==> src/rtl/cmp_seq_pkg.sv <==
// ============================================================================
// Module  : cmp_seq_pkg
// Brief   : Shared types and default timing for the comparator sequencer.
// Revision: 1.0 - initial release
// ============================================================================
`default_nettype none

package cmp_seq_pkg;

  typedef enum logic [2:0] {
    IDLE      = 3'd0,
    PRECHARGE = 3'd1,
    NOVL1     = 3'd2,
    PH1       = 3'd3,
    NOVL2     = 3'd4,
    PH2       = 3'd5,
    DONE      = 3'd6
  } state_t;

  localparam int DEF_CNT_W         = 6;
  localparam int DEF_ACC_W         = 8;
  localparam int DEF_PRECHARGE_CYC = 7;
  localparam int DEF_PHASE_CYC     = 4;
  localparam int DEF_SAMPLE_OFS    = 1;
  localparam int DEF_NOVL_CYC      = 1;

  // Cycles from the accepting edge until the last run cycle; done follows.
  function automatic int unsigned run_cycles(input int unsigned n,
                                             input int unsigned pre,
                                             input int unsigned ph,
                                             input int unsigned novl);
    return pre + n * 2 * (novl + ph);
  endfunction

endpackage

`default_nettype wire

==> src/rtl/cmp_phase_timer.sv <==
// ============================================================================
// Module  : cmp_phase_timer
// Brief   : Loadable down-counter with expire flag and elapsed-cycle index.
// Revision: 1.0 - initial release
// ============================================================================
`default_nettype none

module cmp_phase_timer #(
  parameter int CNT_W = 6
) (
  input  logic             clk,
  input  logic             rst_n,
  input  logic             load_i,
  input  logic [CNT_W-1:0] load_val_i,
  output logic             expire_o,
  output logic [CNT_W-1:0] idx_o
);

  logic [CNT_W-1:0] cnt_q;
  logic [CNT_W-1:0] idx_q;

  always_ff @(posedge clk or negedge rst_n) begin
    if (!rst_n) begin
      cnt_q <= '0;
      idx_q <= '0;
    end else if (load_i) begin
      cnt_q <= load_val_i;
      idx_q <= '0;
    end else if (cnt_q != '0) begin
      cnt_q <= cnt_q - CNT_W'(1);
      idx_q <= idx_q + CNT_W'(1);
    end
  end

  assign expire_o = (cnt_q == '0);
  assign idx_o    = idx_q;

endmodule

`default_nettype wire

==> src/rtl/cmp_seq_ctrl.sv <==
// ============================================================================
// Module  : cmp_seq_ctrl
// Brief   : Precharge + N two-phase compare decisions, counts high results.
//           Optional input chopping enabled by macro CMP_SEQ_CHOP_EN.
// Revision: 1.0 - initial release
// ============================================================================
`default_nettype none

module cmp_seq_ctrl
  import cmp_seq_pkg::*;
#(
  parameter int CNT_W         = DEF_CNT_W,
  parameter int ACC_W         = DEF_ACC_W,
  parameter int PRECHARGE_CYC = DEF_PRECHARGE_CYC,
  parameter int PHASE_CYC     = DEF_PHASE_CYC,
  parameter int SAMPLE_OFS    = DEF_SAMPLE_OFS,
  parameter int NOVL_CYC      = DEF_NOVL_CYC
) (
  input  logic             clk,
  input  logic             rst_n,
  input  logic             start_i,
  input  logic             abort_i,
  input  logic [ACC_W-1:0] n_conv_i,
  input  logic             cmp_out_i,
  output logic             busy_o,
  output logic             done_o,
  output logic [ACC_W-1:0] ones_cnt_o,
  output logic             zero_o,
  output logic             cmp_p1_o,
  output logic             cmp_p2_o,
  output logic             sample_o,
  output logic             chop_o
);

  localparam logic [CNT_W-1:0] LD_PRE  = CNT_W'(PRECHARGE_CYC - 1);
  localparam logic [CNT_W-1:0] LD_PH   = CNT_W'(PHASE_CYC - 1);
  localparam logic [CNT_W-1:0] LD_NOVL = CNT_W'((NOVL_CYC > 0) ? NOVL_CYC - 1 : 0);
  localparam logic [CNT_W-1:0] SMP_IDX = CNT_W'(SAMPLE_OFS);

  state_t           state_q, state_d;
  logic [ACC_W-1:0] rem_q;
  logic [ACC_W-1:0] ones_q;
  logic             busy_q, done_q, zero_q, p1_q, p2_q, sample_q;

  logic             tmr_load, tmr_exp;
  logic [CNT_W-1:0] tmr_val, tmr_idx, idx_d;
  logic             start_ok;
  logic             chop_w;

  assign start_ok = (state_q == IDLE) && start_i && !abort_i;

  always_comb begin
    state_d = state_q;
    unique case (state_q)
      IDLE:      if (start_ok) state_d = (n_conv_i == '0) ? DONE : PRECHARGE;
      PRECHARGE: if (tmr_exp) state_d = (NOVL_CYC > 0) ? NOVL1 : PH1;
      NOVL1:     if (tmr_exp) state_d = PH1;
      PH1:       if (tmr_exp) state_d = (NOVL_CYC > 0) ? NOVL2 : PH2;
      NOVL2:     if (tmr_exp) state_d = PH2;
      PH2: begin
        if (tmr_exp) begin
          if (rem_q == ACC_W'(1)) state_d = DONE;
          else                    state_d = (NOVL_CYC > 0) ? NOVL1 : PH1;
        end
      end
      DONE:      state_d = IDLE;
      default:   state_d = IDLE;
    endcase
    if (abort_i && (state_q != IDLE)) state_d = IDLE;
  end

  // Every state change reloads the timer with that state's length minus one.
  always_comb begin
    tmr_val = '0;
    case (state_d)
      PRECHARGE:    tmr_val = LD_PRE;
      NOVL1, NOVL2: tmr_val = LD_NOVL;
      PH1, PH2:     tmr_val = LD_PH;
      default:      tmr_val = '0;
    endcase
  end

  assign tmr_load = (state_d != state_q);
  assign idx_d    = tmr_load ? '0 : tmr_idx + CNT_W'(1);

  cmp_phase_timer #(
    .CNT_W (CNT_W)
  ) u_timer (
    .clk        (clk),
    .rst_n      (rst_n),
    .load_i     (tmr_load),
    .load_val_i (tmr_val),
    .expire_o   (tmr_exp),
    .idx_o      (tmr_idx)
  );

  // Outputs are decoded from the next state so they align with state_q.
  always_ff @(posedge clk or negedge rst_n) begin
    if (!rst_n) begin
      state_q  <= IDLE;
      busy_q   <= 1'b0;
      done_q   <= 1'b0;
      zero_q   <= 1'b0;
      p1_q     <= 1'b0;
      p2_q     <= 1'b1;
      sample_q <= 1'b0;
      rem_q    <= '0;
      ones_q   <= '0;
    end else begin
      state_q  <= state_d;
      busy_q   <= (state_d != IDLE);
      done_q   <= (state_d == DONE);
      zero_q   <= (state_d == PRECHARGE);
      p1_q     <= (state_d == PH1);
      p2_q     <= (state_d == IDLE) || (state_d == PRECHARGE) ||
                  (state_d == PH2)  || (state_d == DONE);
      sample_q <= (state_d == PH1) && (idx_d == SMP_IDX);

      if (start_ok)
        rem_q <= n_conv_i;
      else if ((state_q == PH2) && tmr_exp && !abort_i)
        rem_q <= rem_q - ACC_W'(1);

      if (start_ok)
        ones_q <= '0;
      else if (sample_q && (cmp_out_i ^ chop_w))
        ones_q <= ones_q + ACC_W'(1);
    end
  end

`ifdef CMP_SEQ_CHOP_EN
  logic chop_q;
  logic next_dec;

  assign next_dec = (state_q == PH2) && ((state_d == NOVL1) || (state_d == PH1));

  always_ff @(posedge clk or negedge rst_n) begin
    if (!rst_n)                chop_q <= 1'b0;
    else if (state_d == IDLE)  chop_q <= 1'b0;
    else if (next_dec)         chop_q <= ~chop_q;
  end

  assign chop_w = chop_q;
`else
  assign chop_w = 1'b0;
`endif

  assign busy_o     = busy_q;
  assign done_o     = done_q;
  assign ones_cnt_o = ones_q;
  assign zero_o     = zero_q;
  assign cmp_p1_o   = p1_q;
  assign cmp_p2_o   = p2_q;
  assign sample_o   = sample_q;
  assign chop_o     = chop_w;

endmodule

`default_nettype wire
==> config.mk <==
export PLATFORM = sky130hd
export DESIGN_NAME = cmp_seq_ctrl
export DESIGN_NICKNAME = d
export VERILOG_FILES = /design/src/rtl/cmp_seq_pkg.sv /design/src/rtl/cmp_phase_timer.sv /design/src/rtl/cmp_seq_ctrl.sv
export SDC_FILE = /design/constraint.sdc
export NUM_CORES = 1
export LEC_CHECK = 0
export CORE_MARGIN = 1.5
export CORE_UTILIZATION = 45
export CTS_CLUSTER_SIZE = 20
export DETAILED_ROUTE_END_ITERATION = 10
export GPL_TIMING_DRIVEN = 0
export HOLD_SLACK_MARGIN = 0.02
export PLACE_DENSITY = 0.66
export RECOVER_POWER = 100
export SLEW_MARGIN = 15
export SYNTH_ARGS = -nofsm -noshare
export SYNTH_HDL_FRONTEND = slang
export SYNTH_SLANG_ARGS = --single-unit
==> constraint.sdc <==
create_clock -name clk -period 3.5 [get_ports clk]
set_input_delay 0.875 -clock clk [delete_from_list [all_inputs] [get_ports clk]]
set_output_delay 0.875 -clock clk [all_outputs]
set_load 0.005 [all_outputs]
* Word-level counts from Yosys, hierarchy flattened
Cells that the tools add are included. W data, S select, Z words.
Storage, ports and cells: flip-flop bits (word level) 37, input bits 13
Cells by class: add/subtract/negate cells 4, equality and inequality tests 12, multiplexer cells 20, reduce and logical (&&, ||, !) cells 22
Operators by type and width (number):
- $mux W8 | 4
- $mux W6 | 5
- $mux W3 | 9
- $pmux W3 S6 | 1
- $eq A3 B3 Y1 const B | 4
- $eq A3 B2 Y1 const B | 3
- $add A8 B1 Y8 const B | 1
- $eq A8 B1 Y1 const B | 1
- $logic_not A8 Y1 | 1
- $sub A8 B1 Y8 const B | 1
- $logic_and A1 B1 Y1 | 7
- $add A6 B1 Y6 const B | 1
- $eq A3 B1 Y1 const B | 2
- $eq A6 B1 Y1 const B | 1
- $logic_not A3 Y1 | 2
- $logic_not A6 Y1 | 1
- $pmux W3 S2 | 1
- $reduce_bool A2 Y1 | 3
- $reduce_bool A3 Y1 | 2
- $reduce_bool A6 Y1 | 1
- $sub A6 B1 Y6 const B | 1
- $logic_or A1 B1 Y1 | 3
- $ne A3 B3 Y1 | 1
- $reduce_or A2 Y1 | 1
- $logic_not A1 Y1 | 1

* Longest topological paths before layout
Gate-level depths: netlist (run 1).
depth in word-level cells 10, depth in mapped cells 11, depth with buffers taken out 8

* Modules after synthesis
Synthesis (run 1) repeated with hierarchy kept, for this count alone.
Second synthesis, totals: cell total of the unflattened synthesis 251, area total of the unflattened synthesis 2327.2 µm²
Modules (own cells, without submodules):
- cmp_seq_ctrl | instances 1, cells each 178, area an instance 1620.3 µm², sequential area each 626.9 µm²
- cmp_phase_timer | instances 1, cells each 73, area an instance 706.9 µm², sequential area each 300.3 µm²

* Worst setup path before layout (run 1)
No wires, ideal clock.
path type reg2reg, start point register u_timer.cnt_q[0], end point register u_timer.cnt_q[0], setup time 0.125 ns, data arrival time 2.350 ns, required time 3.375 ns, setup slack 1.025 ns, cell stages (with the launch flop) 11, buffers on the path 2, cell sequence dfrtp_1 > inv_1 > ha_1 > or4b_4 > buf_6 > nor2_2 > buf_4 > a311oi_2 > o21ai_2 > a221o_1 > mux2_2
Between the ends: word-level cells in the longest chain between the ends 8
RTL lines:
- start, declared | RTL line cmp_phase_timer.sv:19 | logic [CNT_W-1:0] cnt_q;
- start signal, assigned | RTL line cmp_phase_timer.sv:27 | cnt_q <= load_val_i;
- start signal, assigned | RTL line cmp_phase_timer.sv:30 | cnt_q <= cnt_q - CNT_W'(1);
- $logic_not A6 Y1 | RTL line cmp_phase_timer.sv:35 | assign expire_o = (cnt_q == '0);
- $mux W3, on equally long branches
- $pmux W3 S6 | RTL line cmp_seq_ctrl.sv:54 | unique case (state_q)
- $mux W3 | RTL line cmp_seq_ctrl.sv:69 | if (abort_i && (state_q != IDLE)) state_d = IDLE;
- $eq A3 B2 Y1 or $eq A3 B3 Y1 (tied branches) | RTL line cmp_seq_ctrl.sv:75 | case (state_d)
- $reduce_or A2 Y1 | RTL line cmp_seq_ctrl.sv:75
- $pmux W3 S2 | RTL line cmp_seq_ctrl.sv:75
- $mux W6 | RTL line cmp_phase_timer.sv:26 | end else if (load_i) begin
Parallel ways exist; a longest one is shown, timed or not. The select of a mux whose other input is x is not followed. A chain may end at the register's enable or synchronous reset.

* Final worst setup path (run 1)
start point input port start_i, end point register u_timer.cnt_q[0]
Between the ends: word-level cells in the longest chain between the ends 9
RTL lines:
- start, declared | RTL line cmp_seq_ctrl.sv:21 | input logic start_i,
- $logic_and A1 B1 Y1 * (2 in a row) | RTL line cmp_seq_ctrl.sv:50 | assign start_ok = (state_q == IDLE) && start_i && !abort_i;
- $mux W3 * | RTL line cmp_seq_ctrl.sv:55 | IDLE: if (start_ok) state_d = (n_conv_i == '0) ? DONE : PRECHARGE;
- $pmux W3 S6 * | RTL line cmp_seq_ctrl.sv:54
- $mux W3 * | RTL line cmp_seq_ctrl.sv:69
- $eq A3 B2 Y1 or $eq A3 B3 Y1 (tied branches) | RTL line cmp_seq_ctrl.sv:75
- $reduce_or A2 Y1 | RTL line cmp_seq_ctrl.sv:75
- $pmux W3 S2 | RTL line cmp_seq_ctrl.sv:75
- $mux W6 | RTL line cmp_phase_timer.sv:26
Mark *: on every way between the ends. The rest lies on a longest branch, timed or not.

==> results.toml, run 1 <==
[setup_path]
reg2reg_setup_slack_ps = 610
cp_top_family = "compound AO/OA/AOI/OAI gates"
critPathBufInv = 2
cp-end-kind = "flip-flop"
critical_path_class = "in -> reg"
max_stage_delay_ps = 530
crit_slowest_cell = "dlygate4sd3_1"
cp_cell_sequence = "dlygate4sd3_1 -> nor2b_1 -> and2_0 -> clkbuf_1 -> a32o_2 -> o21ai_0 -> a221o_1 -> mux2_2"
cp.required_ps = 3670
critPathLaunchType = "input port"
crit_fanout = 10
cp.arrival_ps = 3240

[power]
switching_share = 0.3975
clkPwrFrac = 0.171
ir_drop_v = 0.0004693
seqPwrFrac = 0.359
p_comb_frac = 0.470
leakagePower_uw = 0.001130
power_switching_uw = 732.6
p_int_uw = 1110
power.density_mw_per_mm2 = 737.5

[synthesis]
ys.flop_type = "dfrtp_1"
synthTopCellsByCount = "dfrtp_1 (36), nor2_1 (29), nand2_1 (18)"
yosysTopAreaCell = "dfrtp_1"
synth.distinct_cells = 51
yosysWarnings = 0
ys_seq_area_frac = 0.4398
yosys.area.top_type_share = 0.4273
synth.most_common_cell = "dfrtp_1"
ys_seq_elements = 37
synth-edff-count = 0
synth_area_leaders = "dfrtp_1 (43%), nor2_1 (5.2%), xor2_1 (4.2%)"
async_reset_ff_frac = 1.000
syn_area_per_cell_sq_um = 9.288
netlist_area_sq_mm = 0.002108
synth.net_count = 246
netlist_instances = 227

[layout]
drive_above_1_share = 0.08779
filler_cell_count = 409
multiInputGateArea_sq_mm = 0.001032
antenna_cells = 0
register_area_sq_um = 927.1
utilization = 0.5622
area_delta_synth_final_pct = 18.52
finish.net_count = 280

[route]
drc_errors = 3
vias = 1656
wl_per_cell_um = 13.48
drt-total-wl_um = 4234
initialDrtViolationCount = 64
detail-route-antenna-nets = 0
drt-pass1-iter-count = 7
via_per_inst = 5.274

[die]
dieArea_sq_mm = 0.005104
std_cell_rows = 24
die_w_um = 71.45
start_util = 0.4744
die_y_um = 71.45
boundaryPins = 28
design.core.area_sq_mm = 0.004444

[global_routing]
grt_pass1_vias = 1588
grt_max_degree = 35
track_usage = 0.1807
grt_remaining_overflow = 0
antenna_found_initial = 0
grt_pass1_wl_um = 7134

[timing]
fin_ws_ps = 430.7
post-route-min-period_ps = 3069
whs_ps = 384.4
fmax_mhz = 325.8
fin_crit_sh = 0.8770
maxSlewViolCount = 35
setup-violations-final = 0
clock_skew_ps = 7.133
worst_slew_pin_slew_ps = 1803
relSlewSlack = -0.2021
tns_ps = 0
final-hold-violation-count = 0
rsz0062_at_grt = "false"

[clock_tree]
clk_pin_slew_ps = 80
cts_resized = 0
postCtsSetupBuffers = 0
clock-sinks = 37
cts-buffers-inserted = 5
htree_levels = 2
hold_buffers = 0
cts_root_buf = "clkbuf_8"
cts_tree = "yes"
clk_latency_ps = 290
clockBufferDepth = 2

[place]
io_buffers = 26
place_congestion = 0.8017
pre_cts_slack_ps = 391.7
hpwl_um = 2967

[status]
outcome = "finished, violations left"
violations = "DRC, capacitance limit, slew limit"

[job]
max-cap-violations = 1

[min_path]
hp-class = "in -> async"
-- registers in the layout (all words and copies together) (netlist names) --
register and count:
rem_q 8, state_q 3, u_timer.idx_o 6, sample_o 1, cmp_p2_o 1, u_timer.cnt_q 6, ones_cnt_o 8, done_o 1
busy_o 1, zero_o 1, cmp_p1_o 1
-- power groups by stage --
| stage | Clock, uW | Combinational [uW] | Sequential, uW |
|---|---|---|---|
| 4_1_cts | 328 | 902 | 664 |
| 2_1_floorplan | 0 | 690 | 652 |
| 3_3_place_gp | 0 | 883 | 671 |
| 5_1_grt | 345 | 977 | 681 |
| 6_report | 315 | 867 | 661 |
| 3_5_place_dp | 0 | 897 | 672 |
-- per-layer routing --
metal  GRT usage  wire, um  vias up  share of wire
met2      0.2887      1884       23           0.44
met3     0.04923       153        6          0.036
li1            -         -      862              -
met4     0.05556        47        0          0.011
met5           0         0        -              0
met1      0.2407      2149      765           0.51
-- logic make-up after synthesis --
logic type                 Yosys count  share of synthesized area
AOI/OAI and AO/OA                   43                     0.1365
muxes                                4                    0.01958
and+or+nand+nor                     94                     0.2386
DFF                                 37                     0.4398
other                                1                   0.001779
adders and majority gates            6                    0.03561
xor gates and xnor gates            17                    0.07062
buffers and inverters               25                    0.05756
-- cell type report --
cell class,count,area share
Clock buffer,6,0.03305
Inverter,11,0.01652
Multi-Input combinational cell,165,0.4131
Clock inverter,2,0.005508
Buffer,14,0.03155
Timing Repair Buffer,27,0.1032
Tap cell,52,0.02604
Sequential cell,37,0.3711
-- path summary, 6_finish.rpt --
kind | cells past startpoint | endpoint | startpoint
hold reg to reg | 2 | ones_cnt_o[7]$_DFFE_PN0P_ | ones_cnt_o[7]$_DFFE_PN0P_
setup reg to reg | 10 | u_timer.cnt_q[0]$_DFFE_PN0P_ | u_timer.cnt_q[0]$_DFFE_PN0P_
min in group clk | 2 | ones_cnt_o[7]$_DFFE_PN0P_ | ones_cnt_o[7]$_DFFE_PN0P_
setup / recovery | 8 | u_timer.cnt_q[0]$_DFFE_PN0P_ | start_i
max in group asynchronous | 2 | u_timer.cnt_q[1]$_DFFE_PN0P_ | rst_n
hold / removal | 1 | rem_q[4]$_DFFE_PN0P_ | rst_n
-- metrics by stage --
step	instances	instance area (sq um)	power [uW]
2_1_floorplan	227	2108	1343
3_3_place_gp	305	2434	1554
3_5_place_dp	306	2449	1569
4_1_cts	314	2545	1894
5_1_grt	314	2499	2003
6_report	314	2499	1843
-- cell usage in the layout (no fill, tap or decap), types with 3 or more instances in the layout --
cell type        instances
a221o_1                  4
mux2i_1                  3
nand2b_1                 3
clkdlybuf4s50_1         10
nand3_1                  4
dfrtp_1                 36
or3_1                    4
inv_1                   11
xor2_1                  10
clkbuf_1                11
nand2_1                 18
buf_4                    3
ha_1                     6
o21ai_0                 12
dlygate4sd3_1           15
clkbuf_8                 6
nand4_1                  5
o22ai_1                  4
a21oi_1                 12
xnor2_1                  7
nor2_1                  29
nor4_1                   4
nor3_1                   8
No activity file was read; power rests on OpenSTA's default activity.
==> run 2, diff against run 1 <==
--- a/config.mk
+++ b/config.mk
@@ -10,9 +10,9 @@
 export CTS_CLUSTER_SIZE = 20
 export DETAILED_ROUTE_END_ITERATION = 10
 export GPL_TIMING_DRIVEN = 0
-export HOLD_SLACK_MARGIN = 0.02
 export PLACE_DENSITY = 0.66
 export RECOVER_POWER = 100
+export REMOVE_ABC_BUFFERS = 1
 export SLEW_MARGIN = 15
 export SYNTH_ARGS = -nofsm -noshare
 export SYNTH_HDL_FRONTEND = slang
==> constraint.sdc (replaced) <==
create_clock -name clk -period 3.6 [get_ports clk]
set_input_delay 0.9 -clock clk [delete_from_list [all_inputs] [get_ports clk]]
set_output_delay 0.9 -clock clk [all_outputs]
set_load 0.005 [all_outputs]
==> run 2 against run 1 <==
  * The run still ends with DRC, capacitance limit, slew limit left
  * Design area is 3.8% lower
  * Clock skew is 1.2 ps lower
  * Via count is 0.60% higher
  * Die area stayed put
  * Non-clock buffer count is 14 lower
  * Hold slack better by 36 ps
  * First-iteration DRC count is 56% higher
  * Clock power is 10% lower
  * Critical path depth is 1 lower
  * Count of clock-buffer cells in the layout stayed put
  * Sequential power is 3.2% higher
  * Critical path type unchanged
  * Largest cell class unchanged
  * Highest routed layer unchanged
==> results.toml, run 2 (same netlist as run 1, synthesis figures left out) <==
[clock_tree]
postCtsSetupBuffers = 0
clockBufferDepth = 2
cts_root_buf = "clkbuf_8"
clk_latency_ps = 290
clock-sinks = 37
htree_levels = 2
cts_resized = 0
hold_buffers = 0
cts-buffers-inserted = 5
clk_pin_slew_ps = 80
cts_tree = "yes"

[layout]
stdcell_count = 300
filler_cell_count = 425
area_delta_synth_final_pct = 14.07
antenna_cells = 0
final_common_cell = "dfrtp_1"
drive_above_1_share = 0.07258
finish.net_count = 266
most-common-layout-cells = "dfrtp_1 (36), nor2_1 (29), nand2_1 (18), dlygate4sd3_1 (16), a21oi_1 (12)"

[timing]
rsz0062_at_grt = "false"
post-route-min-period_ps = 3276
fmax_mhz = 305.3
maxSlewViolCount = 35
fin_ws_ps = 324.2
setup-violations-final = 0
worst_slew_pin_slew_ps = 1768
final-hold-violation-count = 0
fin_crit_sh = 0.9099
tns_ps = 0
relSlewSlack = -0.1786
clock_skew_ps = 5.893

[status]
outcome = "finished, violations left"
violations = "DRC, capacitance limit, slew limit"

[global_routing]
grt_pass1_wl_um = 7107
track_usage = 0.1759
antenna_found_initial = 0
grt_max_degree = 35
grt_remaining_overflow = 0
grt_pass1_vias = 1569

[power]
leakagePower_uw = 0.001083
p_total_uw = 1700
ir_drop_v = 0.0003797
power.density_mw_per_mm2 = 706.9

[route]
detail-route-antenna-nets = 0
via_per_inst = 5.553
drc_errors = 5
drt-total-wl_um = 4085
initialDrtViolationCount = 100
wl_per_cell_um = 13.62
drt-pass1-iter-count = 7
vias = 1666

[place]
place_congestion = 0.7856
hpwl_um = 2918
io_buffers = 26
pre_cts_slack_ps = 35.26
dp.cells = 292

[setup_path]
reg2reg_from = "u_timer.cnt_q[0]$_DFFE_PN0P_"
critPathLaunchType = "input port"
rr_worst_depth = 8
worstReg2RegEnd = "u_timer.cnt_q[0]$_DFFE_PN0P_"
cp-end-kind = "flip-flop"
reg2reg_setup_slack_ps = 470
crit_fanout = 19
cp.required_ps = 3780
critical_path_class = "in -> reg"
cp.arrival_ps = 3460

[min_path]
hp-class = "in -> async"

[die]
std_cell_rows = 24
dieArea_sq_mm = 0.005104
die_y_um = 71.45
boundaryPins = 28
die_w_um = 71.45
design.core.area_sq_mm = 0.004444
start_util = 0.4744

[job]
max-cap-violations = 1
[run 2: changes by cell type in the layout (fill, tap and decap cells not counted), sizes merged]
cell,change
clkbuf,-9
buf,-5
clkdlybuf4s50,-1
dlygate4sd3,+1
[run 2: metrics by stage]
step	utilization	hold slack [ps]	area (sq um)
floorplan	-	505.5	2028
global placement	0.5296	531.1	2354
detailed placement	0.5329	532.5	2369
CTS	0.5515	410.0	2451
global route	0.5411	421.3	2405
finish	0.5411	420.2	2405
[run 2: cell type report]
| cell class | count | area, sq um | share of cell area |
|---|---|---|---|
| multi-input cells | 165 | 1031 | 0.4287 |
| clock inverters | 2 | 10.01 | 0.004162 |
| well taps | 52 | 65.06 | 0.02706 |
| repair buffers | 27 | 257.7 | 0.1072 |
| clock buffers | 6 | 72.57 | 0.03018 |
| flip-flops and latches | 37 | 927.1 | 0.3855 |
| inverters | 11 | 41.29 | 0.01717 |
[run 2: critical path: stages]
cell           delay (ps)
dlygate4sd3_1         510
nor2b_1               140
and2_1                590
a22oi_1               200
o22ai_1               210
a221o_1               490
mux2_2                400
[run 2: worst max path at each step]
stage                                         to                    startpoint
floorplan           u_timer.cnt_q[0]$_DFFE_PN0P_  u_timer.cnt_q[0]$_DFFE_PN0P_
global placement    u_timer.cnt_q[0]$_DFFE_PN0P_                       start_i
detailed placement  u_timer.cnt_q[0]$_DFFE_PN0P_                       start_i
CTS                 u_timer.cnt_q[0]$_DFFE_PN0P_                       start_i
global route        u_timer.cnt_q[0]$_DFFE_PN0P_                       start_i
finish              u_timer.cnt_q[0]$_DFFE_PN0P_                       start_i
[run 2: per-layer routing]
metal / track usage / up-vias / wire length, um
li1: - / 838 / -
met1: 0.2407 / 783 / 2032
met2: 0.2783 / 40 / 1824
met3: 0.03938 / 5 / 163
met4: 0.05769 / 0 / 65
met5: 0 / - / 0
[run 2: power breakdown]
part	switching, uW	internal [uW]
clock network	149	134
logic	405	331
registers	139	543
==> run 3, diff against run 2 <==
--- a/config.mk
+++ b/config.mk
@@ -13,7 +13,9 @@
 export PLACE_DENSITY = 0.66
 export RECOVER_POWER = 100
 export REMOVE_ABC_BUFFERS = 1
+export SKIP_LAST_GASP = 1
 export SLEW_MARGIN = 15
 export SYNTH_ARGS = -nofsm -noshare
 export SYNTH_HDL_FRONTEND = slang
+export SYNTH_HIERARCHICAL = 1
 export SYNTH_SLANG_ARGS = --single-unit
==> run 3 against run 2 <==
  * The run now ends clean
  * Critical path depth is 1 higher
  * Design area increased by 12%
  * Sequential power up 5.4%
  * Core utilization is 1.6 points higher
  * Power grew 8.7%
  * Register-to-register slack worse by 180 ps
  * First-iteration DRC count is 6.0% higher
  * Non-clock buffer count is the same
  * Combinational power rose by 3.1%
  * Setup slack lost 37 ps
  * Count of clock-buffer cells in the layout is 1 higher
  * Hold slack better by 120 ps
  * Largest cell class unchanged
  * Highest routed layer unchanged
==> results.toml, run 3 <==
[clock_tree]
clock-sinks = 37
htree_levels = 2
cts-buffers-inserted = 5
cts_tree = "yes"
cts_root_buf = "clkbuf_8"
hold_buffers = 0
clk_latency_ps = 280
clockBufferDepth = 2
clk_pin_slew_ps = 70
postCtsSetupBuffers = 0

[route]
drc_errors = 0
routedLengthMet1_um = 2474
wl_per_cell_um = 14.31
vias = 1870
drt-pass1-iter-count = 5
top_layer_used = "met4"
detail-route-antenna-nets = 0
via_per_inst = 5.436
drt-total-wl_um = 4921
initialDrtViolationCount = 106
wl_met2_um = 2212
dr_wl_met3_um = 186

[status]
outcome = "complete, no violations"

[global_routing]
grt_pass1_wl_um = 8286
grt_max_degree = 24
grt_pass1_vias = 1783
track_usage = 0.1941
grt_remaining_overflow = 0
antenna_found_initial = 0

[power]
p_total_uw = 1847
switching_share = 0.3976
seqPwrFrac = 0.389
power.density_mw_per_mm2 = 683.9
ir_drop_v = 0.0003525
leakagePower_uw = 0.001128
p_int_uw = 1113
power_switching_uw = 734.6
clkPwrFrac = 0.200
p_comb_frac = 0.411

[timing]
maxSlewViolCount = 0
fin_crit_sh = 0.9203
setup-violations-final = 0
fmax_mhz = 301.8
worst_slew_pin_slew_ps = 1239
post-route-min-period_ps = 3313
relSlewSlack = 0.1740
clock_skew_ps = 4.744
tns_ps = 0
final-hold-violation-count = 0
rsz0062_at_grt = "false"

[die]
die_y_um = 74.92
design.core.area_sq_mm = 0.004848
dieArea_sq_mm = 0.005612
die_w_um = 74.92
start_util = 0.4800
std_cell_rows = 25
boundaryPins = 28

[min_path]
hp-class = "reg -> reg"

[layout]
final_common_cell = "dfrtp_1"
most-common-layout-cells = "dfrtp_1 (36), nor2_1 (22), nand2_1 (20), a21oi_1 (18), inv_1 (16)"
finish.net_count = 296
antenna_cells = 0
drive_above_1_share = 0.09025
area_delta_synth_final_pct = 16.08
final_area_sq_mm = 0.002701

[synthesis]
synth_fa_ha_area_frac = 0.03763
synth-edff-count = 0
synth_compound_area_frac = 0.1844
synth.distinct_cells = 60
synthMuxAreaShare = 0.03280
synth_top_family_by_area = "simple AND/OR/NAND/NOR gates"
netlist_instances = 251
synth_xor_area_frac = 0.04140
ys_seq_area_frac = 0.3984
synthTopCellsByCount = "dfrtp_1 (36), nor2_1 (22), nand2_1 (20)"
synth.most_common_cell = "dfrtp_1"
synthSimpleGateAreaFrac = 0.2468
ys.flop_type = "dfrtp_1"
syn_area_per_cell_sq_um = 9.272
yosys.area.top_type_share = 0.3871
synth_area_leaders = "dfrtp_1 (39%), a21oi_1 (3.9%), ha_1 (3.8%)"
async_reset_ff_frac = 1.000
ys_seq_elements = 37
yosysWarnings = 6
yosysTopAreaCell = "dfrtp_1"
netlist_area_sq_mm = 0.002327

[setup_path]
critPathBufInv = 0
critical_path_class = "reg -> reg"
max_stage_delay_ps = 530
critPathLaunchType = "flip-flop"
cp-end-kind = "flip-flop"
crit_fanout = 22
cp.required_ps = 3760
cp_top_family = "simple AND/OR/NAND/NOR gates"
crit_slowest_cell = "or3_1"
cp.arrival_ps = 3480
cp_cell_sequence = "or3_1 -> nor2_2 -> and2_1 -> o21ai_0 -> a221oi_1 -> or2_2 -> nor2_1 -> mux2_2"

[job]
max-cap-violations = 0

[place]
place_area_sq_mm = 0.002633
io_buffers = 26
place_congestion = 0.8785
hpwl_um = 3471
==> run 3: cell types whose count changed in the layout (fill, tap and decap cells not counted), moves of 6 or more <==
cell / delta
nor2_1: -7
xor2_1: -7
a21oi_1: +6
nand3_1: +8
==> run 3: cells by family (layout without fill, tap and decap cells) <==
| kind of cell | after synthesis | in the layout |
|---|---|---|
| xor gates and xnor gates | 11 | 11 |
| adders and majority gates | 7 | 7 |
| other | 1 | 4 |
| DFF | 37 | 37 |
| AOI/OAI and AO/OA | 58 | 58 |
| and+or+nand+nor | 102 | 102 |
| muxes | 7 | 7 |
| buffers and inverters | 28 | 51 |
==> run 3: cell type report <==
class	count	area, sq um
fillers	449	2147
multi-input cells	189	1256
flip-flops and latches	37	927.1
repair buffers	27	257.7
clock buffers	7	86.33
well taps	67	83.83
inverters	16	60.06
clock inverters	1	30.03
==> run 3: power by group through the flow <==
stage	registers (uW)	clock network (uW)	logic [uW]
after detailed placement	721	0	779
final	719	370	759
after floorplan	685	0	583
after CTS	718	379	786
after global routing	740	394	862
after global placement	720	0	755
==> run 3: through the flow <==
stage,utilization,cells,worst slack (ps),hold slack (ps)
after floorplan,-,242,622.5,516.7
after global placement,0.5383,335,-150.1,527.9
after detailed placement,0.5430,336,-145.6,541.3
after CTS,0.5675,344,109.8,541.2
after global routing,0.5572,344,76.80,594.3
final,0.5572,344,286.8,544.8
==> run 3: final timing paths <==
kind                                         startpoint                           end  slack (ps)  cells past startpoint
max in group asynchronous                         rst_n            sample_o$_DFF_PN0_        1320                      2
min in group asynchronous                         rst_n          rem_q[1]$_DFFE_PN0P_         680                      1
setup reg to reg           u_timer/cnt_q[2]$_DFFE_PN0P_  u_timer/idx_o[2]$_DFFE_PN0P_         290                      8
setup / recovery           u_timer/cnt_q[2]$_DFFE_PN0P_  u_timer/idx_o[2]$_DFFE_PN0P_         290                      8
hold / removal                ones_cnt_o[7]$_DFFE_PN0P_     ones_cnt_o[7]$_DFFE_PN0P_         540                      2
hold reg to reg               ones_cnt_o[7]$_DFFE_PN0P_     ones_cnt_o[7]$_DFFE_PN0P_         540                      2
==> run 3: timing repair <==
action | CTS | global route
setup endpoints to repair | 4 | 4
gates resized for setup | 1 | 1
endpoints found under the hold margin | 0 | 0
pin swaps | 0 | 0
==> run 3: worst register-to-register path, cell delays in order, from the launching register on <==
cell and delay, ps:
dfrtp_1 430, or3_1 530, nor2_2 430, and2_1 430, o21ai_0 160, a221oi_1 390, or2_2 430, nor2_1 100
mux2_2 290
==> run 3: metal layers <==
layer / up-vias / track usage
met3: 6 / 0.02811
met4: 0 / 0.06061
met2: 34 / 0.2979
met1: 877 / 0.2834
met5: - / 0
li1: 953 / -
